[config.mk]
export PLATFORM = sky130hd
export DESIGN_NAME = seg_scan_driver
export DESIGN_NICKNAME = d
export VERILOG_FILES = /design/src/rtl/seg_pkg.sv /design/src/rtl/hex7seg_dec.sv /design/src/rtl/seg_scan_driver.sv
export SDC_FILE = /design/constraint.sdc
export NUM_CORES = 1
export LEC_CHECK = 0
export BUFFER_PORTS_ARGS = -buffer_cell sky130_fd_sc_hd__buf_2
export CAP_MARGIN = 20
export CORE_MARGIN = 1.5
export CORE_UTILIZATION = 50
export CTS_BUF_LIST = sky130_fd_sc_hd__clkbuf_8
export DETAILED_ROUTE_END_ITERATION = 7
export PLACE_DENSITY = 0.78
export SLEW_MARGIN = 20
export SYNTH_ARGS = -nofsm -noshare
export SYNTH_HDL_FRONTEND = slang
export SYNTH_SLANG_ARGS = --single-unit
[constraint.sdc]
create_clock -name clk -period 4.9 [get_ports clk]
set_input_delay 1.47 -clock clk [delete_from_list [all_inputs] [get_ports clk]]
set_output_delay 1.47 -clock clk [all_outputs]
set_load 0.01 [all_outputs]
[src/rtl/seg_pkg.sv]
// Shared constants and helpers for the 7-segment scan driver: segment table,
// off levels and output polarity.
package seg_pkg;

    localparam logic [7:0] SEG_OFF_AH = 8'h00;
    localparam logic [7:0] SEG_OFF_AL = 8'hFF;

    // Active-high {a,b,c,d,e,f,g,dp} pattern per hex nibble; dp bit left clear.
    function automatic logic [7:0] hex2seg(input logic [3:0] nib);
        logic [7:0] seg;
        case (nib)
            4'h0: seg = 8'hFC;
            4'h1: seg = 8'h60;
            4'h2: seg = 8'hDA;
            4'h3: seg = 8'hF2;
            4'h4: seg = 8'h66;
            4'h5: seg = 8'hB6;
            4'h6: seg = 8'hBE;
            4'h7: seg = 8'hE0;
            4'h8: seg = 8'hFE;
            4'h9: seg = 8'hF6;
            4'hA: seg = 8'hEE;
            4'hB: seg = 8'h3E;
            4'hC: seg = 8'h9C;
            4'hD: seg = 8'h7A;
            4'hE: seg = 8'h9E;
            default: seg = 8'h8E;
        endcase
        return seg;
    endfunction

    function automatic logic [7:0] apply_pol(input logic [7:0] seg_ah, input logic active_low);
        return active_low ? ~seg_ah : seg_ah;
    endfunction

    // Digit index width; a single-digit display still needs one bit.
    function automatic int unsigned idx_width(input int unsigned n_digits);
        return (n_digits > 1) ? $clog2(n_digits) : 1;
    endfunction

endpackage

[src/rtl/hex7seg_dec.sv]
// Combinational nibble-to-segment decoder; emits the active-high byte or the
// off byte when the digit is not visible.
module hex7seg_dec
    import seg_pkg::*;
(
    input  logic [3:0] nib,
    input  logic       dp,
    input  logic       vis,
    output logic [7:0] seg_c
);

    logic [7:0] raw_c;

    always_comb begin
        raw_c = hex2seg(nib);
        seg_c = SEG_OFF_AH;
        if (vis) begin
            seg_c = {raw_c[7:1], dp};
        end
    end

endmodule

[src/rtl/seg_scan_driver.sv]
// Latched multi-digit hex display driver with a time-multiplexed scan bus and
// a static per-digit segment bus.
module seg_scan_driver
    import seg_pkg::*;
#(
    parameter int unsigned N_DIGITS   = 8,
    parameter int unsigned SCAN_DIV   = 1000,
    parameter int unsigned BLINK_DIV  = 25000000,
    parameter bit          ACTIVE_LOW = 1'b1
) (
    input  logic                             clk,
    input  logic                             rst_n,
    input  logic                             ld,
    input  logic [4*N_DIGITS-1:0]            data,
    input  logic [N_DIGITS-1:0]              dp_in,
    input  logic [N_DIGITS-1:0]              en_in,
    input  logic [N_DIGITS-1:0]              blink_in,
    output logic [7:0]                       seg_o,
    output logic [N_DIGITS-1:0]              an_o,
    output logic [8*N_DIGITS-1:0]            seg_all,
    output logic [idx_width(N_DIGITS)-1:0]   idx_o
);

    localparam int unsigned IDX_W   = idx_width(N_DIGITS);
    localparam int unsigned SCAN_W  = $clog2(SCAN_DIV);
    localparam int unsigned BLINK_W = $clog2(BLINK_DIV);

    localparam logic [7:0]          SEG_OFF = ACTIVE_LOW ? SEG_OFF_AL : SEG_OFF_AH;
    localparam logic [N_DIGITS-1:0] AN_OFF  = {N_DIGITS{ACTIVE_LOW}};

    logic [4*N_DIGITS-1:0] sh_data;
    logic [N_DIGITS-1:0]   sh_dp;
    logic [N_DIGITS-1:0]   sh_en;
    logic [N_DIGITS-1:0]   sh_blink;

    logic [SCAN_W-1:0]     scan_cnt_q, scan_cnt_d;
    logic [BLINK_W-1:0]    blink_cnt_q, blink_cnt_d;
    logic [IDX_W-1:0]      idx_q, idx_d;
    logic                  phase_q, phase_d;

    logic [N_DIGITS-1:0]   vis_c;
    logic [3:0]            scan_nib_c;
    logic                  scan_dp_c;
    logic                  scan_vis_c;
    logic [7:0]            scan_seg_c;
    logic [N_DIGITS-1:0]   an_c;
    logic [8*N_DIGITS-1:0] all_seg_c;

    // Shadow registers: all four vectors replaced together on ld.
    always_ff @(posedge clk or negedge rst_n) begin
        if (!rst_n) begin
            sh_data  <= '0;
            sh_dp    <= '0;
            sh_en    <= '0;
            sh_blink <= '0;
        end else if (ld) begin
            sh_data  <= data;
            sh_dp    <= dp_in;
            sh_en    <= en_in;
            sh_blink <= blink_in;
        end
    end

    // Scan and blink position state.
    always_ff @(posedge clk or negedge rst_n) begin
        if (!rst_n) begin
            scan_cnt_q  <= '0;
            blink_cnt_q <= '0;
            idx_q       <= '0;
            phase_q     <= 1'b0;
        end else begin
            scan_cnt_q  <= scan_cnt_d;
            blink_cnt_q <= blink_cnt_d;
            idx_q       <= idx_d;
            phase_q     <= phase_d;
        end
    end

    always_comb begin
        scan_cnt_d  = scan_cnt_q + SCAN_W'(1);
        blink_cnt_d = blink_cnt_q + BLINK_W'(1);
        idx_d       = idx_q;
        phase_d     = phase_q;
        if (scan_cnt_q == SCAN_W'(SCAN_DIV - 1)) begin
            scan_cnt_d = '0;
            idx_d      = (idx_q == IDX_W'(N_DIGITS - 1)) ? '0 : idx_q + IDX_W'(1);
        end
        if (blink_cnt_q == BLINK_W'(BLINK_DIV - 1)) begin
            blink_cnt_d = '0;
            phase_d     = ~phase_q;
        end
    end

    // Output stage is built from the upcoming position so the index change is
    // seen at once, while shadow data always lags its load by one register.
    always_comb begin
        vis_c      = sh_en & ~(sh_blink & {N_DIGITS{phase_d}});
        scan_nib_c = sh_data[4*int'(idx_d) +: 4];
        scan_dp_c  = sh_dp[idx_d];
        scan_vis_c = vis_c[idx_d];
        an_c       = '0;
        if (scan_vis_c) begin
            an_c = N_DIGITS'(1) << idx_d;
        end
    end

    hex7seg_dec u_scan_dec (
        .nib   (scan_nib_c),
        .dp    (scan_dp_c),
        .vis   (scan_vis_c),
        .seg_c (scan_seg_c)
    );

    for (genvar k = 0; k < int'(N_DIGITS); k++) begin : g_static
        hex7seg_dec u_dec (
            .nib   (sh_data[4*k +: 4]),
            .dp    (sh_dp[k]),
            .vis   (vis_c[k]),
            .seg_c (all_seg_c[8*k +: 8])
        );
    end

    // Scan and static buses share one register stage so segments and anode move together.
    always_ff @(posedge clk or negedge rst_n) begin
        if (!rst_n) begin
            seg_o   <= SEG_OFF;
            an_o    <= AN_OFF;
            seg_all <= {N_DIGITS{SEG_OFF}};
        end else begin
            seg_o   <= apply_pol(scan_seg_c, ACTIVE_LOW);
            an_o    <= ACTIVE_LOW ? ~an_c : an_c;
            seg_all <= ACTIVE_LOW ? ~all_seg_c : all_seg_c;
        end
    end

    assign idx_o = idx_q;

endmodule

==> impl_metrics.env, run 1 <==
export IMPL_seq_area_frac_synth_pct=49.5
export IMPL_max_freq_ghz=0.258
export IMPL_crit_end="seg_o[7]$_DFF_PN1_"
export IMPL_layout_commonest_cell="buf_2"
export IMPL_drive_above_1_share_pct=33.4
export IMPL_clock_skew_ps=14.1
export IMPL_min_period_over_period_pct=79.0
export IMPL_antenna_found_initial=2
export IMPL_p_leak_nw=4.53
export IMPL_use_met1_pct=29.9
export IMPL_rows=49
export IMPL_reg2reg_to="seg_o[7]$_DFF_PN1_"
export IMPL_synth_edf_count=0
export IMPL_critPathKind="flip-flop to flip-flop"
export IMPL_first_global_vias=6486
export IMPL_cts_made_buffers=17
export IMPL_first_pass_iters=6
export IMPL_setup_viol=0
export IMPL_hold_class="flip-flop to flip-flop"
export IMPL_critical_path_max_stage_delay_ps=800
export IMPL_cts_tree="built"
export IMPL_switching_share_pct=28.6
export IMPL_seq_area_mm2=0.00448
export IMPL_ys_types=74
export IMPL_seqPwrFrac_pct=53.4
export IMPL_p_clk_share_pct=30.2
export IMPL_post_place_ws_ps=1070
export IMPL_intPower_mw=2.34
export IMPL_ys_warn_count=0
export IMPL_antenna_cells=0
export IMPL_critical_path_startpoint="scan_cnt_q[0]$_DFF_PN0_"
export IMPL_period_needed_ps=3870
export IMPL_port_buffers=141
export IMPL_htreeDepth=4
export IMPL_use_met2_pct=37.1
export IMPL_syn_inst=847
export IMPL_worstRegToRegCells=9
export IMPL_wl_um=20900
export IMPL_worstPathArrival_ps=4260
export IMPL_via_per_inst=5.60
export IMPL_gp_congestion=0.879
export IMPL_rrSetupSlack_ps=1030
export IMPL_p_sw_mw=0.936
export IMPL_postSynthAreaPerCell_um2=10.7
export IMPL_die_h_um=138
export IMPL_dp_hpwl_um=15000
export IMPL_worstPathCellList="ha_1, nand4b_4, nor3_4, mux2i_1, o21ai_0, a32oi_1, or3b_1, o221ai_2, nand2_2"
export IMPL_multiInputGateArea_mm2=0.00429
export IMPL_cp_slowest_cell="a32oi_1"
export IMPL_endpoint_kind="flip-flop"
export IMPL_mappedNetlistArea_mm2=0.00905
export IMPL_tns_ps=0
export IMPL_grt_overflow_total=0
export IMPL_coreArea_mm2=0.0178
export IMPL_path_max_fanout=16
export IMPL_drc=0
export IMPL_nFillCells=1495
export IMPL_ys_seq_elements=175
export IMPL_wl_per_cell_um=17.2
export IMPL_timing_final_ws_setup_ps=1030
export IMPL_grt_util_met3_pct=6.29
export IMPL_die_w_um=138
export IMPL_power_per_cell_area_mw_per_mm2=318
export IMPL_pwr_share_comb_pct=16.4
export IMPL_rsz0062_at_grt="no"
export IMPL_cts_root_buf="clkbuf_8"
export IMPL_r2r_start="scan_cnt_q[0]$_DFF_PN0_"
export IMPL_ir_drop_uv=194
export IMPL_num_io_pins=142
export IMPL_grt_pass1_wl_um=33100
export IMPL_post_cts_resized=0
export IMPL_cts_setup_buffers=0
export IMPL_busiest_layer="met2"
export IMPL_ant_nets=0
export IMPL_synthFlopType="dfrtp_1"
export IMPL_layout_common_cells="buf_2 (140), nand2_1 (104), dfrtp_1 (95), dfstp_2 (80), o211ai_1 (60)"
export IMPL_area_delta_synth_final_pct=14.0
export IMPL_status="finished, final reports clean"
export IMPL_clock_path_buffers=2
export IMPL_syn_nets=956
export IMPL_postLayoutCoreUtil_pct=57.8
export IMPL_start_util_pct=50.7
export IMPL_max_slew_margin_rel_pct=34.5
export IMPL_track_usage_pct=22.9
export IMPL_grt_max_degree=105
export IMPL_clkTransAtPathRegs_ps=90
export IMPL_drtIter0Drc=456
export IMPL_clock_sinks=175
export IMPL_worstPathRequired_ps=5290
export IMPL_hold_slack_ps=428
export IMPL_slew_violations=0
export IMPL_cts_hold_buf=0
export IMPL_final_nets=1084
export IMPL_clock_latency_ps=470
export IMPL_async_reset_ff_share_pct=100
export IMPL_finalHoldViolCount=0
export IMPL_cp_start_kind="flip-flop"
export IMPL_vias=6820
export IMPL_worst_pin_slew_ps=982
export IMPL_max_cap_violations=0
export IMPL_dieArea_mm2=0.0189
[synth_stat cells (all sizes together) (10+ instances only)]
cell type  instances  share of area (%)
a21oi             16               0.88
buf               10               0.80
nor2b             18                1.2
ha                50                6.9
nand2b            17                1.2
dfstp             80                 23
xnor2             11                1.1
nand2            105                4.4
o21a              13                1.1
clkbuf            26                1.1
nor2              39                1.6
mux2i             11                1.2
xor2              16                1.6
o211ai            60                5.0
nand3             36                2.0
dfrtp             95                 26
or2               11               0.76
inv               30                1.2
o21ai             51                2.8
mux2              42                5.3
nor3              16                1.5
[metrics by stage]
step | total power [mW] | std cells | area (um^2)
after floorplan | 2.08 | 847 | 9050
after global placement | 2.30 | 1185 | 9920
after detailed placement | 2.31 | 1185 | 9920
after CTS | 3.30 | 1217 | 10300
after global routing | 3.44 | 1217 | 10300
final | 3.28 | 1217 | 10300
[area by class of cell]
type / instances / area share [%]
flip-flops and latches: 175 / 43.4
inverters: 31 / 1.14
multi-input cells: 605 / 41.6
well taps: 229 / 2.78
clock buffers: 19 / 2.53
repair buffers: 145 / 7.31
clock inverters: 13 / 1.24
[power by group through the flow]
stage	logic, mW	registers [mW]	clock network [mW]
6_report	0.539	1.75	0.990
5_1_grt	0.603	1.77	1.07
4_1_cts	0.545	1.75	1.00
3_5_place_dp	0.541	1.77	0
3_3_place_gp	0.532	1.77	0
2_1_floorplan	0.314	1.77	0
[worst min path at each step]
stage,start,endpoint,slack (ps),cells past startpoint
floorplan,sh_dp[3]$_DFFE_PN0P_,seg_all[24]$_DFF_PN1_,390,1
CTS,sh_dp[7]$_DFFE_PN0P_,seg_all[56]$_DFF_PN1_,430,1
detailed placement,sh_dp[7]$_DFFE_PN0P_,seg_all[56]$_DFF_PN1_,420,1
finish,sh_dp[7]$_DFFE_PN0P_,seg_all[56]$_DFF_PN1_,430,1
global route,sh_dp[2]$_DFFE_PN0P_,seg_all[16]$_DFF_PN1_,450,1
global placement,sh_dp[6]$_DFFE_PN0P_,seg_all[48]$_DFF_PN1_,410,1
[routing by layer]
metal	share of wire (%)	wire (um)
met1	43	9010
met2	48	10100
met3	6.8	1420
met4	1.8	382
met5	0.034	7
[cells by family (layout without fill, tap and decap cells)]
kind of cell | after synthesis | count (layout) | share of synthesized area [%]
AND/OR/NAND/NOR | 286 | 286 | 16.9
flip-flops | 175 | 175 | 49.5
adder cells (fa/ha/maj) | 50 | 50 | 6.91
AO/OA/AOI/OAI | 189 | 189 | 14.4
multiplexers | 53 | 53 | 6.48
buffers and inverters | 67 | 208 | 3.18
XOR/XNOR | 27 | 27 | 2.70
[registers in the layout, summed over array words and instances, names as in the netlist]
signal	flops
sh_en	8
sh_dp	8
an_o	8
sh_data	32
scan_cnt_q	10
sh_blink	8
blink_cnt_q	25
idx_o	3
phase_q	1
seg_o	8
seg_all	64
[worst max-delay path, delay by kind of cell, from the launching register on]
kind	cells	cell delay [ps]
flip-flops	1	400
AO/OA/AOI/OAI	3	1070
multiplexers	1	760
adder cells (fa/ha/maj)	1	280
AND/OR/NAND/NOR	4	1270
(Power assumes the default switching activity.)
==> run 2, diff against run 1 <==
--- a/config.mk
+++ b/config.mk
@@ -11,7 +11,7 @@
 export CORE_UTILIZATION = 50
 export CTS_BUF_LIST = sky130_fd_sc_hd__clkbuf_8
 export DETAILED_ROUTE_END_ITERATION = 7
-export PLACE_DENSITY = 0.78
+export PLACE_DENSITY = 0.81
 export SLEW_MARGIN = 20
 export SYNTH_ARGS = -nofsm -noshare
 export SYNTH_HDL_FRONTEND = slang
==> constraint.sdc (replaced) <==
create_clock -name clk -period 3.3 [get_ports clk]
set_input_delay 0.99 -clock clk [delete_from_list [all_inputs] [get_ports clk]]
set_output_delay 0.99 -clock clk [all_outputs]
set_load 0.01 [all_outputs]
==> run 2 against run 1 <==
Net effect: critical path depth grew 4; total power grew 53%; register-to-register slack worse by 860 ps; first-iteration DRC count down 14%; fmax increased by 24%; utilization is 1.4 points higher; count of clock-buffer cells in the layout decreased by 1; sequential share of layout area shrank 1.0 points; global-route usage is essentially flat; wire length increased by 0.74%; highest routed layer is now met4; setup slack got worse by 860 ps.
==> impl_metrics.env, run 2 (same netlist as run 1, synthesis figures left out) <==
export IMPL_status="finished, final reports clean"
export IMPL_largest_reg_flops=64
export IMPL_hold_class="flip-flop to flip-flop"
export IMPL_track_usage_pct=22.9
export IMPL_endpoint_kind="flip-flop"
export IMPL_max_freq_ghz=0.319
export IMPL_first_pass_iters=5
export IMPL_first_global_vias=6525
export IMPL_via_per_inst=5.63
export IMPL_worst_pin_slew_ps=754
export IMPL_period_needed_ps=3130
export IMPL_nFillCells=1471
export IMPL_htreeDepth=4
export IMPL_design_area_mm2=0.0106
export IMPL_dieArea_mm2=0.0189
export IMPL_max_cap_violations=0
export IMPL_wl_um=21000
export IMPL_postLayoutCoreUtil_pct=59.2
export IMPL_min_period_over_period_pct=94.9
export IMPL_post_dp_cell_area_mm2=0.0101
export IMPL_hold_slack_ps=436
export IMPL_cp_start_kind="flip-flop"
export IMPL_layout_common_cells="buf_2 (140), nand2_1 (104), dfrtp_1 (94), dfstp_2 (80), o211ai_1 (60)"
export IMPL_clock_latency_ps=470
export IMPL_layout_commonest_cell="buf_2"
export IMPL_grt_pass1_wl_um=33200
export IMPL_largest_registers="seg_all x64, sh_data x32, blink_cnt_q x25"
export IMPL_cts_made_buffers=17
export IMPL_top_register="seg_all"
export IMPL_gp_congestion=0.878
export IMPL_clock_skew_ps=14.3
export IMPL_port_buffers=141
export IMPL_drc=0
export IMPL_cts_hold_buf=0
export IMPL_grt_overflow_total=0
export IMPL_coreArea_mm2=0.0178
export IMPL_grt_max_degree=76
export IMPL_die_w_um=138
export IMPL_drive_above_1_share_pct=35.5
export IMPL_setup_viol=0
export IMPL_dp_hpwl_um=15200
export IMPL_power_per_cell_area_mw_per_mm2=475
export IMPL_ant_nets=0
export IMPL_path_max_fanout=14
export IMPL_cts_root_buf="clkbuf_8"
export IMPL_num_io_pins=142
export IMPL_antenna_found_initial=0
export IMPL_wl_per_cell_um=17.0
export IMPL_worstPathRequired_ps=3680
export IMPL_rows=49
export IMPL_max_slew_margin_rel_pct=49.5
export IMPL_critPathKind="flip-flop to flip-flop"
export IMPL_vias=6982
export IMPL_drtIter0Drc=393
export IMPL_ir_drop_uv=302
export IMPL_finalHoldViolCount=0
export IMPL_slew_violations=0
export IMPL_start_util_pct=50.7
export IMPL_clock_path_buffers=2
export IMPL_clkTransAtPathRegs_ps=90
export IMPL_die_h_um=138
export IMPL_worstPathArrival_ps=3510
export IMPL_cts_tree="built"
export IMPL_fin_total_pwr_mw=5.02
export IMPL_p_leak_nw=4.66
export IMPL_clock_sinks=175
export IMPL_area_delta_synth_final_pct=16.8
export IMPL_final_nets=1107
export IMPL_antenna_cells=0
## run 2: per-layer routing
metal	wire, um	GRT usage, %	vias up	share of wire, %
li1	-	-	3327	-
met4	353	7.02	0	1.7
met5	0	0	-	0
met2	10100	36.8	181	48
met1	9690	31.7	3450	46
met3	870	4.01	24	4.1
## run 2: final cells by class
type                       count  area (um^2)  area share, %
sequential                   175         4480           42.4
multi-input combinational    605         4300           40.7
clock inverter                14          179           1.69
inverter                      31          118           1.11
clock buffer                  18          248           2.34
tap                          229          287           2.71
timing repair buffer         168          956           9.04
## run 2: final timing paths
| check | from | endpoint | slack [ps] | cells past startpoint |
|---|---|---|---|---|
| hold reg to reg | sh_dp[2]$_DFFE_PN0P_ | seg_all[16]$_DFF_PN1_ | 440 | 1 |
| setup / recovery | scan_cnt_q[0]$_DFF_PN0_ | seg_o[1]$_DFF_PN1_ | 170 | 13 |
| hold / removal | sh_dp[2]$_DFFE_PN0P_ | seg_all[16]$_DFF_PN1_ | 440 | 1 |
| min in group asynchronous | rst_n | sh_blink[1]$_DFFE_PN0P_ | 450 | 1 |
| max in group asynchronous | rst_n | an_o[0]$_DFF_PN1_ | 2120 | 2 |
| setup reg to reg | scan_cnt_q[0]$_DFF_PN0_ | seg_o[1]$_DFF_PN1_ | 170 | 13 |
## run 2: where the power goes
part / switching [mW] / internal [mW]
combinational: 0.452 / 0.370
sequential: 0.178 / 2.42
clock: 0.814 / 0.781
total: 1.44 / 3.58
## run 2: critical path, cell delays in order (launching register included)
cell      delay (ps)
dfrtp_1          400
ha_1             270
nand4b_4         180
nor3_4           250
buf_4            260
mux2i_1          200
buf_4            190
a211oi_1          60
o32a_1           430
buf_4            170
ha_1             200
mux2_1           290
nand2_1           70
o211ai_1          80
## run 2: metrics by stage
step | setup TNS [ps] | cells | setup slack [ps]
floorplan | 0 | 847 | 32.4
global placement | 0 | 1205 | 162
detailed placement | 0 | 1205 | 79.6
CTS | 0 | 1237 | 53.8
global route | -0.155 | 1240 | -0.155
finish | 0 | 1240 | 168
## run 2: repair_timing
item / 4_1_cts / 5_1_grt
gates resized for setup: 0 / 6
endpoints found under the setup margin: 0 / 3
buffers inserted: 0 / 3
